<file path="src/rtl/rdest_wb_scoreboard.sv">
// Writeback destination decoder with registered one-hot regEnable, per-register busy scoreboard
// and issue hazard generation. Define RDEST_WB_R0_ZERO_EN to make register 0 hardwired zero.
module rdest_wb_scoreboard #(
  parameter int unsigned REG_COUNT       = 16,
  parameter int unsigned ADDR_W          = 4,
  parameter int unsigned MAX_OUTSTANDING = 4
) (
  input  logic                 clk,
  input  logic                 reset,
  input  logic                 issue_valid,
  input  logic [ADDR_W-1:0]    issue_rdest,
  input  logic [ADDR_W-1:0]    issue_src_a,
  input  logic [ADDR_W-1:0]    issue_src_b,
  output logic                 issue_accept,
  output logic                 hazard,
  input  logic                 wb_valid,
  input  logic [ADDR_W-1:0]    wb_rdest,
  output logic [REG_COUNT-1:0] regEnable,
  output logic [REG_COUNT-1:0] busy_mask,
  output logic [ADDR_W:0]      outstanding,
  output logic                 wb_err
);

  localparam int unsigned CNT_W = ADDR_W + 1;
`ifdef RDEST_WB_R0_ZERO_EN
  localparam logic [REG_COUNT-1:0] WRITABLE = ~REG_COUNT'(1);
`else
  localparam logic [REG_COUNT-1:0] WRITABLE = '1;
`endif
  localparam logic [CNT_W-1:0] MAX_CNT = CNT_W'(MAX_OUTSTANDING);

  // One-hot decode; an out-of-range index decodes to all zeros.
  function automatic logic [REG_COUNT-1:0] f_onehot(input logic [ADDR_W-1:0] idx);
    logic [REG_COUNT-1:0] v;
    v = '0;
    for (int unsigned i = 0; i < REG_COUNT; i++) begin
      if (32'(idx) == i) v[i] = 1'b1;
    end
    return v;
  endfunction

  logic [REG_COUNT-1:0] r_reg_enable;
  logic [REG_COUNT-1:0] r_busy;
  logic [CNT_W-1:0]     r_outstanding;
  logic                 r_wb_err;

  logic [REG_COUNT-1:0] w_wb_raw;
  logic [REG_COUNT-1:0] w_wb_dec;
  logic                 w_wb_hit;
  logic                 w_wb_fixed;
  logic                 w_wb_err_set;
  logic [REG_COUNT-1:0] w_eff_busy;
  logic [REG_COUNT-1:0] w_rd_dec;
  logic [REG_COUNT-1:0] w_src_dec;
  logic                 w_rd_ok;
  logic                 w_rd_tracked;
  logic                 w_dep_busy;
  logic [CNT_W-1:0]     w_cnt_base;
  logic                 w_full;
  logic                 w_hazard;
  logic                 w_accept;
  logic [REG_COUNT-1:0] w_set;
  logic                 w_inc;

  // Writeback decode and same-cycle bypass of the busy bit being retired.
  always_comb begin
    w_wb_raw     = f_onehot(wb_rdest);
    w_wb_dec     = w_wb_raw & WRITABLE & {REG_COUNT{wb_valid}};
    w_wb_hit     = |(r_busy & w_wb_dec);
    w_wb_fixed   = |(w_wb_raw & ~WRITABLE);
    w_wb_err_set = wb_valid && !w_wb_fixed && !w_wb_hit;
    w_eff_busy   = r_busy & ~w_wb_dec;
  end

  // Issue hazard: RAW on either source, WAW on destination, bad index, or no free slot.
  always_comb begin
    w_rd_dec     = f_onehot(issue_rdest);
    w_src_dec    = f_onehot(issue_src_a) | f_onehot(issue_src_b);
    w_rd_ok      = |w_rd_dec;
    w_rd_tracked = |(w_rd_dec & WRITABLE);
    w_dep_busy   = |(w_eff_busy & (w_src_dec | w_rd_dec));
    w_cnt_base   = r_outstanding - CNT_W'(w_wb_hit);
    w_full       = w_rd_tracked && (w_cnt_base >= MAX_CNT);
    w_hazard     = issue_valid && (w_dep_busy || !w_rd_ok || w_full);
    w_accept     = issue_valid && !w_hazard;
    w_set        = w_rd_dec & WRITABLE & {REG_COUNT{w_accept}};
    w_inc        = w_accept && w_rd_tracked;
  end

  always_ff @(posedge clk) begin
    if (reset) begin
      r_reg_enable  <= '0;
      r_busy        <= '0;
      r_outstanding <= '0;
      r_wb_err      <= 1'b0;
    end else begin
      r_reg_enable  <= w_wb_dec;
      r_busy        <= w_eff_busy | w_set;
      r_outstanding <= w_cnt_base + CNT_W'(w_inc);
      if (w_wb_err_set) r_wb_err <= 1'b1;
    end
  end

  assign hazard       = w_hazard;
  assign issue_accept = w_accept;
  assign regEnable    = r_reg_enable;
  assign busy_mask    = r_busy;
  assign outstanding  = r_outstanding;
  assign wb_err       = r_wb_err;

`ifndef SYNTHESIS
  a_regen_onehot: assert property (@(posedge clk) disable iff (reset) $onehot0(regEnable));
  a_cnt_bound:    assert property (@(posedge clk) disable iff (reset) outstanding <= MAX_CNT);
  a_cnt_popcount: assert property (@(posedge clk) disable iff (reset)
                                   32'(outstanding) == 32'($countones(busy_mask)));
`endif

endmodule

</file>
<file path="config.mk">
export PLATFORM = sky130hd
export DESIGN_NAME = rdest_wb_scoreboard
export DESIGN_NICKNAME = d
export VERILOG_FILES = /design/src/rtl/rdest_wb_scoreboard.sv
export SDC_FILE = /design/constraint.sdc
export NUM_CORES = 1
export LEC_CHECK = 0
export CORE_ASPECT_RATIO = 0.5
export CORE_MARGIN = 3
export CORE_UTILIZATION = 44
export DETAILED_ROUTE_END_ITERATION = 8
export GPL_TIMING_DRIVEN = 0
export PLACE_DENSITY = 0.8
export SLEW_MARGIN = 30
export SYNTH_ARGS = -nofsm -noshare
export SYNTH_HDL_FRONTEND = slang
export SYNTH_SLANG_ARGS = --single-unit
</file>
<file path="constraint.sdc">
create_clock -name clk -period 4.97 [get_ports clk]
set_clock_uncertainty 0.05 [all_clocks]
set_input_delay 1.491 -clock clk [delete_from_list [all_inputs] [get_ports clk]]
set_output_delay 1.491 -clock clk [all_outputs]
set_load 0.1 [all_outputs]
</file>
==> flow_metrics.env <==
export IMPL_clkSinkCount=38
export IMPL_place_hpwl_um=5074
export IMPL_worst_pin_slew_ps=1007
export IMPL_nFillCells=340
export IMPL_grt_pass1_wl_um=11500
export IMPL_die_x_um=106.0
export IMPL_async_flop_share=0
export IMPL_overflow=0
export IMPL_vias=2526
export IMPL_pre_cts_ws_ps=-2198
export IMPL_synth_nets=293
export IMPL_grt_start_max_net_pins=12
export IMPL_via_per_inst=6.101
export IMPL_setup_viol=2
export IMPL_grt_pass1_vias=2315
export IMPL_cts_buffers=5
export IMPL_yosysTopAreaCellShare=0.3455
export IMPL_core_area_um2=4616
export IMPL_fp_dieArea_um2=5941
export IMPL_clk_pin_slew_ps=70
export IMPL_outcome="finished with violations"
export IMPL_placed_cells=394
export IMPL_synth_most_common_cell="dfxtp_1"
export IMPL_synthFlopType="dfxtp_1"
export IMPL_post_route_drc_count=0
export IMPL_diodes=0
export IMPL_synth_area_per_cell_um2=8.186
export IMPL_grt_util_all_layers=0.2391
export IMPL_final_hold_violation_count=0
export IMPL_hold_path_class="reg -> reg"
export IMPL_cts_htree_levels=2
export IMPL_cts_root_buf="clkbuf_8"
export IMPL_clk_latency_ps=290
export IMPL_antenna_found_initial=0
export IMPL_die_height_um=56.03
export IMPL_fin_crit_ps=5476
export IMPL_drtIter0Drc=287
export IMPL_startpoint_type="primary input"
export IMPL_violations="setup timing"
export IMPL_yosysTopAreaCell="dfxtp_1"
export IMPL_portBuffers=59
export IMPL_first_pass_iters=5
export IMPL_synth_seq_cells=38
export IMPL_synth_edf_count=0
export IMPL_rows=17
export IMPL_fin_tns_setup_ps=-944.3
export IMPL_relSlewSlack=0.3265
export IMPL_r2r_slack_ps=1350
export IMPL_drv_cap=0
export IMPL_wl_um=7190
export IMPL_rsz0062_at_grt="yes"
export IMPL_syn_cell_area_um2=2202
export IMPL_layout_cells_non_filler=414
export IMPL_cp_max_fo=6
export IMPL_crit_type="in -> out"
export IMPL_fin_crit_sh=1.102
export IMPL_initial_core_util=0.4771
export IMPL_multi_input_area_um2=1506
export IMPL_cp_required_ps=3430
export IMPL_pwr_density_cell_nw_per_um2=238.7
export IMPL_drive_above_1_share=0.1810
export IMPL_ant_nets=0
export IMPL_synth_cell_type_count=46
export IMPL_fin_ws_ps=-506.1
export IMPL_register_area_um2=760.7
export IMPL_worst_hold_slack_ps=465.4
export IMPL_leakage_nw=1.126
export IMPL_hold_depth=2
export IMPL_fin_util=0.7154
export IMPL_yosys_warnings=0
export IMPL_synth_area_leaders="dfxtp_1 35%, o22ai_1 6.0%, nand3b_1 3.8%"
export IMPL_nNetsFinal=371
export IMPL_ioPinCount=60
export IMPL_synthTopCellsByCount="38 x dfxtp_1, 21 x nor2_1, 21 x o22ai_1, 16 x o21ai_0, 13 x nand3_1"
export IMPL_clk_path_buf_depth=2
export IMPL_report_final_slew_viol_count=0
export IMPL_syn_inst=269
export IMPL_post_drt_wl_per_cell_um=17.37
export IMPL_routabilityCongestion=0.8914
export IMPL_cp_end_kind="primary output"
export IMPL_ir_drop_mv=0.1257
export IMPL_fmax_mhz=182.6
export IMPL_tritoncts="done"
export IMPL_ff2ff_path_depth=19
export IMPL_area_growth_pct=49.94
export IMPL_cp_arrival_ps=3940
export IMPL_yosysSeqAreaShare=0.3455
-- cells by family after synthesis --
kind of cell,share of synthesized area
and+or+nand+nor,0.3375
AOI/OAI and AO/OA,0.2046
DFF,0.3455
buffers and inverters,0.05227
xor gates and xnor gates,0.02386
adders and majority gates,0.02273
muxes,0.01364
-- flip-flops by register name, summed over array words and instances, names as in the netlist --
name         flops
busy_mask       16
outstanding      5
regEnable       16
wb_err           1
-- path summary, 6_finish.rpt --
kind                      from        endpoint
hold reg to reg         wb_err          wb_err
hold / removal          wb_err          wb_err
setup reg to reg  busy_mask[8]  outstanding[4]
setup / recovery   wb_rdest[0]    issue_accept
-- metrics by stage --
| stage | total power, mW | instance area, µm² |
|---|---|---|
| 3_3_place_gp | 0.5495 | 2943 |
| 5_1_grt | 0.8173 | 3302 |
| 4_1_cts | 0.7799 | 3232 |
| 2_1_floorplan | 0.4870 | 2270 |
| 3_5_place_dp | 0.5512 | 2943 |
| 6_report | 0.7881 | 3302 |
-- power breakdown --
part           switching [mW]  internal, mW
sequential            0.00731         0.314
combinational           0.165        0.0870
clock                   0.104         0.112
-- cells in the final DEF, fill, tap and decap left out, types with 6 or more instances in the layout --
master and instances:
clkdlybuf4s50_1 52, dfxtp_1 38, nor2_1 21, o22ai_1 19, o21ai_0 14, nand3_1 13
clkbuf_1 12, buf_4 12, nand3b_1 11, inv_1 8, nor3_1 8, nor4bb_1 8
a211oi_1 8, a31oi_1 7, nor2b_1 7, nand2_1 7, nand4_1 6, clkbuf_8 6
-- cell type report --
class                      instances  share of cell area
sequential                        38              0.2304
buffer                            18             0.02880
timing repair buffer              72              0.2217
inverter                           9             0.01023
multi-input combinational        203              0.4562
clock inverter                     1            0.001516
tap                               66             0.02501
clock buffer                       7             0.02615
-- routing by layer --
layer	wire length, µm	global-route usage	vias to the layer above
met4	104	0.08118	0
met5	0	0	-
met1	3057	0.3144	1193
met3	606	0.04056	15
met2	3421	0.3986	138
li1	-	-	1180
-- critical path, stage by stage --
cell and delay (ps):
buf_4 130, buf_6 130, nor3b_4 180, a211oi_2 70
o21ai_1 160, nand3_1 160, o211ai_1 160, ha_2 260
ha_4 180, nand2b_4 60, a21oi_4 180, o21ai_4 100
nor3_4 260, and3_4 240, buf_12 170
-- what timing repair did --
action	in CTS	in global routing
pin swaps	12	14
setup endpoints to repair	5	2
hold buffers	0	0
gates resized for setup	58	15
cloned	1	0
buffers inserted	9	3
Power figures use the tool's default switching activity.
